**config.mk**
```make
export PLATFORM = sky130hd
export DESIGN_NAME = axi_arbiter_mtos_m2
export DESIGN_NICKNAME = d
export VERILOG_FILES = /design/src/rtl/axi_arbiter_mtos_m2_pkg.sv /design/src/rtl/axi_arbiter_mtos_m2_sel.sv /design/src/rtl/axi_arbiter_mtos_m2.sv
export SDC_FILE = /design/constraint.sdc
export NUM_CORES = 1
export LEC_CHECK = 0
export CORE_MARGIN = 2
export CORE_UTILIZATION = 42
export DETAILED_ROUTE_END_ITERATION = 8
export PLACE_DENSITY = 0.78
export SYNTH_ARGS = -nofsm -noshare
export SYNTH_HDL_FRONTEND = slang
export SYNTH_SLANG_ARGS = --single-unit
```
**constraint.sdc**
```tcl
create_clock -name ACLK -period 2.26 [get_ports ACLK]
set_input_delay 0.452 -clock ACLK [delete_from_list [all_inputs] [get_ports ACLK]]
set_output_delay 0.452 -clock ACLK [all_outputs]
set_load 0.02 [all_outputs]
```
**src/rtl/axi_arbiter_mtos_m2_pkg.sv**
```systemverilog
// Shared types for the master-to-slave AXI arbiter: FSM state
// encodings and a one-hot to index helper.
package axi_arbiter_mtos_m2_pkg;

  typedef enum logic {
    AR_RUN  = 1'b0,
    AR_WAIT = 1'b1
  } ar_state_e;

  typedef enum logic {
    AW_RUN  = 1'b0,
    AW_HOLD = 1'b1
  } aw_state_e;

  function automatic logic [31:0] oh2idx(
    input logic [31:0] oh
  );
    oh2idx = '0;
    for (int i = 0; i < 32; i++)
      if (oh[i]) oh2idx = 32'(i);
  endfunction

endpackage

```
**src/rtl/axi_arbiter_mtos_m2_sel.sv**
```systemverilog
// Rotating-priority one-hot selector. The master after ptr_i has
// top priority; ptr_i = NUM-1 gives plain fixed priority (index 0).
// Ports: req_i request vector, ptr_i last winner, gnt_o one-hot grant.
module axi_arbiter_mtos_m2_sel #(
  parameter int NUM = 2,
  localparam int PW = (NUM > 1) ? $clog2(NUM) : 1
) (
  input  logic [NUM-1:0] req_i,
  input  logic [PW-1:0]  ptr_i,
  output logic [NUM-1:0] gnt_o
);

  logic [PW:0]      sh;
  logic [2*NUM-1:0] rot_dbl;
  logic [NUM-1:0]   rot_req;
  logic [NUM-1:0]   rot_gnt;
  logic [2*NUM-1:0] gnt_dbl;

  // Rotate so the top-priority master lands at bit 0, isolate the
  // lowest set bit, then rotate the grant back.
  always_comb begin
    sh      = {1'b0, ptr_i} + 1'b1;
    rot_dbl = {req_i, req_i} >> sh;
    rot_req = rot_dbl[NUM-1:0];
    rot_gnt = rot_req & (~rot_req + 1'b1);
    gnt_dbl = {rot_gnt, rot_gnt} << sh;
    gnt_o   = gnt_dbl[2*NUM-1:NUM];
  end

endmodule

```
**src/rtl/axi_arbiter_mtos_m2.sv**
```systemverilog
// Per-slave master-to-slave arbiter: grants AR and AW, locks W to the
// AW winner until WLAST. Round robin when AXI_ARB_ROUND_ROBIN_EN is
// defined, else fixed priority (index 0 highest).
// Ports: ACLK, ARESETn (async low); per-master AW/W/AR SELECT, VALID,
// READY, WLAST inputs; one-hot AWGRANT, WGRANT, ARGRANT outputs.
module axi_arbiter_mtos_m2
  import axi_arbiter_mtos_m2_pkg::*;
#(
  parameter int NUM = 2,
  localparam int PW = (NUM > 1) ? $clog2(NUM) : 1
) (
  input  logic           ACLK,
  input  logic           ARESETn,
  input  logic [NUM-1:0] AWSELECT,
  input  logic [NUM-1:0] AWVALID,
  input  logic [NUM-1:0] AWREADY,
  output logic [NUM-1:0] AWGRANT,
  input  logic [NUM-1:0] WVALID,
  input  logic [NUM-1:0] WREADY,
  input  logic [NUM-1:0] WLAST,
  output logic [NUM-1:0] WGRANT,
  input  logic [NUM-1:0] ARSELECT,
  input  logic [NUM-1:0] ARVALID,
  input  logic [NUM-1:0] ARREADY,
  output logic [NUM-1:0] ARGRANT
);

  ar_state_e      st_r_q, st_r_d;
  logic [NUM-1:0] ar_hold_q, ar_hold_d;
  logic [NUM-1:0] ar_sel, ar_gnt;
  logic           ar_hs;

  aw_state_e      st_w_q, st_w_d;
  logic [NUM-1:0] aw_hold_q, aw_hold_d;
  logic           aw_done_q, aw_done_d;
  logic           w_done_q, w_done_d;
  logic [NUM-1:0] aw_sel, aw_gnt, w_gnt;
  logic           aw_hs, wl_hs;

  logic [PW-1:0]  ar_ptr, aw_ptr;

  axi_arbiter_mtos_m2_sel #(.NUM(NUM)) u_ar_sel (
    .req_i (ARSELECT & ARVALID),
    .ptr_i (ar_ptr),
    .gnt_o (ar_sel)
  );

  axi_arbiter_mtos_m2_sel #(.NUM(NUM)) u_aw_sel (
    .req_i (AWSELECT & AWVALID),
    .ptr_i (aw_ptr),
    .gnt_o (aw_sel)
  );

  assign ar_hs = |(ar_gnt & ARVALID & ARREADY);
  assign aw_hs = |(aw_gnt & AWVALID & AWREADY);
  assign wl_hs = |(w_gnt & WVALID & WREADY & WLAST);

`ifdef AXI_ARB_ROUND_ROBIN_EN
  logic [PW-1:0] ar_ptr_q, ar_ptr_d;
  logic [PW-1:0] aw_ptr_q, aw_ptr_d;

  always_ff @(posedge ACLK or negedge ARESETn) begin
    if (!ARESETn) begin
      ar_ptr_q <= PW'(NUM-1);
      aw_ptr_q <= PW'(NUM-1);
    end else begin
      ar_ptr_q <= ar_ptr_d;
      aw_ptr_q <= aw_ptr_d;
    end
  end

  always_comb begin
    ar_ptr_d = ar_ptr_q;
    aw_ptr_d = aw_ptr_q;
    if (ar_hs) ar_ptr_d = PW'(oh2idx(32'(ar_gnt)));
    if (aw_hs) aw_ptr_d = PW'(oh2idx(32'(aw_gnt)));
  end

  assign ar_ptr = ar_ptr_q;
  assign aw_ptr = aw_ptr_q;
`else
  assign ar_ptr = PW'(NUM-1);
  assign aw_ptr = PW'(NUM-1);
`endif

  // State registers
  always_ff @(posedge ACLK or negedge ARESETn) begin
    if (!ARESETn) begin
      st_r_q    <= AR_RUN;
      ar_hold_q <= '0;
      st_w_q    <= AW_RUN;
      aw_hold_q <= '0;
      aw_done_q <= 1'b0;
      w_done_q  <= 1'b0;
    end else begin
      st_r_q    <= st_r_d;
      ar_hold_q <= ar_hold_d;
      st_w_q    <= st_w_d;
      aw_hold_q <= aw_hold_d;
      aw_done_q <= aw_done_d;
      w_done_q  <= w_done_d;
    end
  end

  // AR next state
  always_comb begin
    st_r_d    = st_r_q;
    ar_hold_d = ar_hold_q;
    unique case (st_r_q)
      AR_RUN: begin
        if (|ar_sel && !ar_hs) begin
          st_r_d    = AR_WAIT;
          ar_hold_d = ar_sel;
        end
      end
      AR_WAIT: begin
        if (ar_hs) begin
          st_r_d    = AR_RUN;
          ar_hold_d = '0;
        end
      end
      default: ;
    endcase
  end

  // AW/W next state: one write in flight, W locked until WLAST.
  always_comb begin
    st_w_d    = st_w_q;
    aw_hold_d = aw_hold_q;
    aw_done_d = aw_done_q;
    w_done_d  = w_done_q;
    unique case (st_w_q)
      AW_RUN: begin
        if (|aw_sel && !(aw_hs && wl_hs)) begin
          st_w_d    = AW_HOLD;
          aw_hold_d = aw_sel;
          aw_done_d = aw_hs;
          w_done_d  = wl_hs;
        end
      end
      AW_HOLD: begin
        aw_done_d = aw_done_q | aw_hs;
        w_done_d  = w_done_q | wl_hs;
        if (aw_done_d && w_done_d) begin
          st_w_d    = AW_RUN;
          aw_hold_d = '0;
          aw_done_d = 1'b0;
          w_done_d  = 1'b0;
        end
      end
      default: ;
    endcase
  end

  // Grant outputs
  always_comb begin
    ar_gnt = ar_sel;
    aw_gnt = aw_sel;
    w_gnt  = aw_sel;
    if (st_r_q == AR_WAIT)
      ar_gnt = ar_hold_q;
    if (st_w_q == AW_HOLD) begin
      aw_gnt = aw_hold_q & ~{NUM{aw_done_q}};
      w_gnt  = aw_hold_q & ~{NUM{w_done_q}};
    end
  end

  // Grants are forced low while reset is asserted.
  assign ARGRANT = ar_gnt & {NUM{ARESETn}};
  assign AWGRANT = aw_gnt & {NUM{ARESETn}};
  assign WGRANT  = w_gnt & {NUM{ARESETn}};

endmodule

```
* Word level (Yosys, flattened, before mapping)
Cells that the tools add are included.
** Word-level totals
- Register bits after elaboration :: 8
- Bits of input ports :: 20
- Output and inout port bits :: 6
- Word-level logic and storage cells :: 70
** Operators by class
- Add/subtract/negate cells :: 2
- Equality and inequality tests :: 4
- Multiplexer cells :: 21
- Bitwise logic cells :: 24
- Reductions and logical operators :: 13
** Operators with widths (count)
- 2-bit bitwise AND :: 16
- 2-bit two-way mux :: 7
- 2-bit OR reduction :: 5
- 1-bit two-way mux :: 8
- 2-bit NOT :: 4
- 1-bit one-hot mux with 2 select lines :: 4
- 2-bit one-hot mux with 2 select lines :: 2
- 2-bit by 1-bit adder with 2-bit output, second input constant :: 2
- 1-bit logical AND :: 4
- 2-bit by 1-bit != test with 1-bit output, second input constant :: 2
- 2-bit != test, second input constant :: 2
- 2-bit AND reduction :: 2
- 1-bit zero test :: 2
- 1-bit NOT :: 2
- 1-bit OR :: 2

* Longest topological paths before layout
Gate-level depths: netlist of the first run.
- Word-level depth :: 14
- Mapped depth :: 6

* Cells and area by module
Synthesis of the first run repeated with hierarchy kept, for this count alone.
** Second synthesis, totals
- Cell total of the unflattened synthesis :: 77
- Area, all modules :: 668.1 µm²
** By module, submodules not included
- axi_arbiter_mtos_m2 :: instances 1, cells each 71, area an instance 630.6 µm², seq. area each 200.2 µm²
- axi_arbiter_mtos_m2_sel :: instances 2, cells each 3, area an instance 18.8 µm², seq. area each 0.0 µm²

* Worst setup path before layout of the first run
No wires, ideal clock.
- Path kind :: input to register
- Start point :: input port AWSELECT[0]
- End point :: register w_done_q
- Library setup time :: 87 ps
- Arrival time :: 1665 ps
- Required time :: 2173 ps
- Slack :: 508 ps
- Cell stages on the path :: 5
- Buffers on the path :: 0
- Cell sequence :: and2_1 > o31ai_2 > a41oi_2 > or4_1 > o211ai_1
** On the way
- Longest elaborated chain between the ends :: 13
- Elaborated cells on any way between the ends :: 24
- Classes of those cells :: add/sub (1); eq/ne (1); mux (5); bitwise (10); reduce/logical (7)
** Ends and longest elaborated chain
- start: declaration :: RTL line axi_arbiter_mtos_m2.sv:14 : input logic [NUM-1:0] AWSELECT,
- 2-bit bitwise AND (*) :: RTL line axi_arbiter_mtos_m2.sv:49 : .req_i (AWSELECT & AWVALID),
- 2-bit NOT :: RTL line axi_arbiter_mtos_m2_sel.sv:25 : rot_gnt = rot_req & (~rot_req + 1'b1);
- 2-bit by 1-bit adder with 2-bit output :: RTL line axi_arbiter_mtos_m2_sel.sv:25
- 2-bit bitwise AND (*) :: RTL line axi_arbiter_mtos_m2_sel.sv:25
- 2-bit two-way mux :: RTL line axi_arbiter_mtos_m2.sv:162 : if (st_w_q == AW_HOLD) begin
- 2-bit bitwise AND (3 in series) :: RTL line axi_arbiter_mtos_m2.sv:56 : assign wl_hs = |(w_gnt & WVALID & WREADY & WLAST);
- 2-bit OR reduction :: RTL line axi_arbiter_mtos_m2.sv:56
- 1-bit OR or 1-bit logical AND (tied branches) :: RTL line axi_arbiter_mtos_m2.sv:143, axi_arbiter_mtos_m2.sv:134
- 1-bit logical AND or 1-bit zero test (tied branches) :: RTL line axi_arbiter_mtos_m2.sv:144, axi_arbiter_mtos_m2.sv:134
- 1-bit two-way mux or 1-bit logical AND (tied branches) :: RTL line axi_arbiter_mtos_m2.sv:144, axi_arbiter_mtos_m2.sv:134
- 1-bit one-hot mux with 2 select lines or 2-bit != test (tied branches)
- end signal: assignment :: RTL line axi_arbiter_mtos_m2.sv:101 : w_done_q <= w_done_d;
- end: declaration :: RTL line axi_arbiter_mtos_m2.sv:36 : logic w_done_q, w_done_d;
Every way passes the cells marked *; elsewhere a longest branch is shown, timed or not. The select of a mux whose other input is x is not followed.
A chain may end at the register's enable or synchronous reset.

* Final worst setup path of the first run
- Start point :: input port ARSELECT[0]
- End point :: output port ARGRANT[1]
** On the way
- Longest elaborated chain between the ends :: 6
** Ends and longest elaborated chain
- start: declaration :: RTL line axi_arbiter_mtos_m2.sv:22 : input logic [NUM-1:0] ARSELECT,
- 2-bit bitwise AND :: RTL line axi_arbiter_mtos_m2.sv:43 : .req_i (ARSELECT & ARVALID),
- 2-bit NOT :: RTL line axi_arbiter_mtos_m2_sel.sv:25
- 2-bit by 1-bit adder with 2-bit output :: RTL line axi_arbiter_mtos_m2_sel.sv:25
- 2-bit bitwise AND :: RTL line axi_arbiter_mtos_m2_sel.sv:25
- 2-bit two-way mux :: RTL line axi_arbiter_mtos_m2.sv:160 : if (st_r_q == AR_WAIT)
- 2-bit bitwise AND :: RTL line axi_arbiter_mtos_m2.sv:169 : assign ARGRANT = ar_gnt & {NUM{ARESETn}};
- end: declaration :: RTL line axi_arbiter_mtos_m2.sv:25 : output logic [NUM-1:0] ARGRANT
No other way between the ends.

==> results_dict.tcl, run 1 <==
set metrics [dict create \
    status "complete, no violations" \
    finalSetupViolCount 0 \
    drv_slew 0 \
    nNetsFinal 134 \
    finalHoldViolCount 0 \
    syn-num-nets 94 \
    drtAntennaViolNets 0 \
    track_usage 0.208 \
    vias_per_cell 5.74 \
    start_util 0.441 \
    antenna_found_initial 0 \
    cts.sinks 8 \
    synth-seq-cells 8 \
    start_kind "input port" \
    grt_start_max_net_pins 10 \
    dieArea_um2 1880 \
    netlist_instances 74 \
    r2r_setup_slack_ns 0.33 \
    critPathArrivalTime_ns 1.70 \
    routedWlPerCell_um 14.1 \
    first_pass_iters 4 \
    place.gp.congestion 0.777 \
    cts_hold_buf 0 \
    synth_top_area_frac 0.308 \
    clk_pin_slew_ns 0.06 \
    cp_max_fo 3 \
    rows 14 \
    seq_area_um2 200 \
    final_cell_mix "19 x clkdlybuf4s50_1, 12 x buf_4, 8 x nand2_1, 8 x dfrtp_1" \
    max_freq_mhz 464 \
    final_util 0.679 \
    cts_max_level 1 \
    holdWs_ns 0.441 \
    seq_area_frac_synth 0.308 \
    synth_area_leaders "dfrtp_1 31%, and2_1 4.8%, nand2_1 4.6%" \
    clock-root-buffer "clkbuf_4" \
    clock_latency_ns 0.26 \
    synth_area_per_cell_um2 8.78 \
    drc 0 \
    die-height_um 43.3 \
    rsz0062_at_grt "false" \
    mostFrequentLayoutCell "clkdlybuf4s50_1" \
    die_x_um 43.3 \
    drt_iter0_markers 32 \
    dp_hpwl_um 1420 \
    timing.rr.start "st_w_q" \
    grt_pass1_wl_um 2940 \
    multi_input_area_um2 420 \
    area_growth_pct 53.9 \
    synthArstFlopShare 1.00 \
    drive_above_1_share 0.232 \
    r2r_cells 6 \
    slew-limit-headroom 0.671 \
    grt_pass1_vias 708 \
    clockBufferDepth 2 \
    nFillCells 133 \
    worst_pin_slew_ns 0.493 \
    min_period_ns 2.16 \
    synth-edff-count 0 \
    portBuffers 25 \
    tritoncts "done" \
    netlist_area_um2 649 \
    skew_ns 0.0150 \
    pin_count 26 \
    synth.largest_area_cell "dfrtp_1" \
    ys_warn_count 0 \
    cp-end-kind "output port" \
    core-area_um2 1470 \
    cp_data_required_time_ns 1.81 \
    p_leak_nw 0.419 \
    path_class "input port to output port" \
    vdd_drop_max_v 0.000466 \
    synthFlopType "dfrtp_1" \
    grt_remaining_overflow 0 \
    finalCritPeriodShare 0.954 \
    hp-class "input port to async pin" \
    wirelength_um 1800 \
    r2r_end "aw_hold_q[0]" \
    p_per_area_nw_per_um2 744 \
    cts_made_buffers 3 \
    cap_violations 0 \
    n_antenna_cell 0 \
    yosys.cell_types.count 36 \
    vias 735 \
]
-- worst max-delay path, stage by stage --
cell and delay (ns):
clkdlybuf4s50_1 0.48, nand2_1 0.10, a41oi_1 0.28, nor2b_1 0.07, dlygate4sd2_1 0.32
-- power by group --
| part | switching (mW) | internal (mW) |
|---|---|---|
| Clock | 0.0487 | 0.0608 |
| Sequential | 0.0641 | 0.194 |
| Combinational | 0.186 | 0.190 |
-- sequential cells by signal, summed over array words and instances (netlist names) --
| register | count |
|---|---|
| aw_done_q | 1 |
| w_done_q | 1 |
| ar_hold_q | 2 |
| aw_hold_q | 2 |
| st_w_q | 1 |
| st_r_q | 1 |
-- metrics by stage --
| step | total power, mW | area [um2] | setup slack (ns) | cells | setup TNS, ns |
|---|---|---|---|---|---|
| 4_1_cts | 0.742 | 1010 | -0.00141 | 128 | -0.00141 |
| 5_1_grt | 0.793 | 1000 | 0.0337 | 128 | 0 |
| 3_5_place_dp | 0.640 | 987 | -0.317 | 125 | -1.33 |
| 3_3_place_gp | 0.629 | 987 | -0.266 | 125 | -0.962 |
| 6_report | 0.743 | 1000 | 0.104 | 128 | 0 |
| 2_1_floorplan | 0.478 | 649 | 0.508 | 74 | 0 |
-- Yosys cell counts (2+ instances only) --
master	n
a31oi_1	2
buf_6	2
nand2_1	8
nor2_1	2
a21oi_1	4
o21ai_0	5
o211ai_1	4
inv_1	2
nand3b_1	3
dfrtp_1	8
and2_1	5
nand3_1	4
nor2b_1	2
-- timing repair --
action                     CTS  global route
resized for setup            8             3
buffers inserted             0             0
setup endpoints to repair    6             2
-- kinds of logic after synthesis --
logic type | count (synthesis) | synth area share
buffers and inverters | 5 | 0.0520
AO/OA/AOI/OAI | 33 | 0.393
AND/OR/NAND/NOR | 27 | 0.231
multiplexers | 1 | 0.0154
flip-flops | 8 | 0.308
-- routing by layer --
metal	vias up	global-route usage	part of all wire
met3	0	0.0426	0.052
met5	-	0	0
met4	0	0.0485	0
met1	338	0.266	0.45
li1	370	-	-
met2	27	0.358	0.49
-- layout make-up --
type,count,area share
flip-flops and latches,8,0.200
clock buffers,3,0.0225
inverters,3,0.0113
repair buffers,37,0.325
well taps,16,0.0200
multi-input cells,61,0.421
-- worst max-delay path by stage --
stage	cells after the start	to	from
3_5_place_dp	5	AWGRANT[1]	AWSELECT[0]
5_1_grt	6	AWGRANT[0]	AWVALID[0]
3_3_place_gp	5	AWGRANT[1]	AWSELECT[0]
2_1_floorplan	5	w_done_q	AWSELECT[0]
6_report	5	ARGRANT[1]	ARSELECT[0]
4_1_cts	5	WGRANT[1]	AWSELECT[0]
No activity file was read; power rests on OpenSTA's default activity.
==> run 2: changes to the inputs <==
Settings changed: CORE_MARGIN 2 to not set, GPL_TIMING_DRIVEN set to 0.
==> run 2 against run 1 <==
Against the previous run:
- power is 1.7% lower
- clock skew is 0.0029 ns lower
- clock power hardly changed
- routed wire length is 9.8% lower
- non-clock buffer count is 10 lower
- via count is 5.2% lower
- highest routed layer is now met4
- count of clock-buffer cells in the layout stayed put
- global-route usage is 0.76 points higher
- flip-flop and latch count stayed put
- final cell count is 8.6% lower
- sequential power hardly changed
==> results_dict.tcl, run 2 (synthesis results as in run 1) <==
set metrics [dict create \
    n_antenna_cell 0 \
    place.gp.congestion 0.862 \
    slowest_stage "clkdlybuf4s50_1" \
    path_cells "clkdlybuf4s50_1, nand2_1, a41oi_2, nor2b_1, dlygate4sd2_1" \
    p_per_area_nw_per_um2 756 \
    rows 13 \
    dp_hpwl_um 1240 \
    cap_violations 0 \
    vias 697 \
    fin_total_pwr_mw 0.731 \
    start_util 0.475 \
    hp-class "input port to async pin" \
    clock_latency_ns 0.26 \
    mostFrequentLayoutCell "clkdlybuf4s50_1" \
    clockBufferDepth 2 \
    finalHoldViolCount 0 \
    skew_ns 0.0122 \
    tritoncts "done" \
    max_freq_mhz 459 \
    clockPowerShare 0.152 \
    p_sw_mw 0.299 \
    grt_pass1_vias 525 \
    r2r_cells 6 \
    finalCritPeriodShare 0.964 \
    p_leak_nw 0.391 \
    die-height_um 41.3 \
    top_regs "ar_hold_q (2), aw_hold_q (2)" \
    pin_count 26 \
    worst_pin_slew_ns 0.506 \
    placed_cell_area_um2 918 \
    clock-root-buffer "clkbuf_4" \
    cts_made_buffers 3 \
    cts_hold_buf 0 \
    wirelength_um 1630 \
    antenna_found_initial 0 \
    nNetsFinal 124 \
    seqPwrFrac 0.356 \
    r2r_end "w_done_q" \
    portBuffers 25 \
    critPathArrivalTime_ns 1.73 \
    timing.rr.start "st_w_q" \
    placed_cells 114 \
    cts_max_level 1 \
    cp_data_required_time_ns 1.81 \
    start_kind "input port" \
    critical_path.max_stage_delay_ns 0.48 \
    vias_per_cell 5.96 \
    cp-end-kind "output port" \
    grt_pass1_wl_um 2390 \
    routedWlPerCell_um 13.9 \
    p_comb_frac 0.492 \
    finalSetupViolCount 0 \
    rsz0062_at_grt "false" \
    fin_area_um2 967 \
    switching_share 0.408 \
    grt_start_max_net_pins 15 \
    drt_iter0_markers 21 \
    first_pass_iters 4 \
    drive_above_1_share 0.186 \
    r2r_setup_slack_ns 0.38 \
    core-area_um2 1370 \
    dieArea_um2 1710 \
    vdd_drop_max_v 0.000563 \
    drc 0 \
    path_class "input port to output port" \
    fin_tns_setup_ns 0 \
    fin_ws_ns 0.0819 \
    clk_pin_slew_ns 0.06 \
    status "complete, no violations" \
    crit_family "buffers and inverters" \
    cp_num_buf_inv 2 \
    cts.sinks 8 \
    drv_slew 0 \
    grt_remaining_overflow 0 \
    cp_max_fo 4 \
    final_cells 117 \
    p_int_mw 0.432 \
    min_period_ns 2.18 \
    drtAntennaViolNets 0 \
    slew-limit-headroom 0.663 \
    track_usage 0.215 \
    post-place-ws_ns -0.455 \
    area_growth_pct 48.9 \
    final_cell_mix "16 x clkdlybuf4s50_1, 8 x dfrtp_1, 7 x nand2_1, 6 x dlygate4sd2_1, 5 x o21ai_0" \
    die_x_um 41.3 \
]
==> run 2: cell count changes in the layout (fill, tap and decap cells not counted), moves of 2 or more <==
cell,before,now
o31ai_4,0,2
buf_4,12,0
dlygate4sd2_1,4,6
buf_6,0,2
clkbuf_2,2,0
clkdlybuf4s50_1,19,16
o31ai_2,2,0
==> run 2: area by class of cell <==
cell class,count,area [um2]
repair buffers,25,241
plain buffers,2,22.5
flip-flops and latches,8,200
clock buffers,3,22.5
well taps,15,18.8
fillers,121,399
inverters,3,11.3
multi-input cells,61,450
==> run 2: what timing repair did <==
item	CTS	global route
resized for setup	17	3
setup endpoints to repair	6	1
pin swaps	0	0
endpoints found under the hold margin	0	0
buffers inserted	0	0
==> run 2: through the flow <==
| stage | hold WS [ns] | util |
|---|---|---|
| floorplan | 0.156 | - |
| global placement | 0.503 | 0.672 |
| detailed placement | 0.512 | 0.672 |
| CTS | 0.272 | 0.698 |
| global route | 0.306 | 0.708 |
| finish | 0.263 | 0.708 |
==> run 2: worst max path at each step <==
stage                      from    endpoint  slack, ns  depth (start not counted)
CTS                 AWSELECT[0]  AWGRANT[1]       0.01                          5
global route             st_w_q   WGRANT[0]       0.03                          4
global placement     AWVALID[0]  AWGRANT[1]      -0.44                          5
detailed placement   AWVALID[0]   WGRANT[1]      -0.46                          5
floorplan           AWSELECT[0]    w_done_q       0.51                          5
finish              ARSELECT[0]  ARGRANT[1]       0.08                          5
==> run 2: worst reg2reg max path: cells and delay by family, from the launching register on <==
family	cells	cell delay, ns
AO/OA/AOI/OAI	3	0.39
buffers and inverters	1	0.20
flip-flops	1	0.55
AND/OR/NAND/NOR	2	0.66
==> run 2: power by group through the flow <==
stage               clock network [mW]  logic, mW  registers (mW)
floorplan                            0      0.239           0.239
global placement                     0      0.353           0.256
detailed placement                   0      0.356           0.257
CTS                              0.116      0.354           0.256
global route                     0.124      0.397           0.263
finish                           0.111      0.360           0.260
==> run 2: metal layers <==
metal	track usage	share of wire	up-vias
met2	0.277	0.43	24
li1	-	-	351
met3	0.0479	0.055	2
met5	0	0	-
met1	0.343	0.51	320
met4	0.0726	0.0031	0
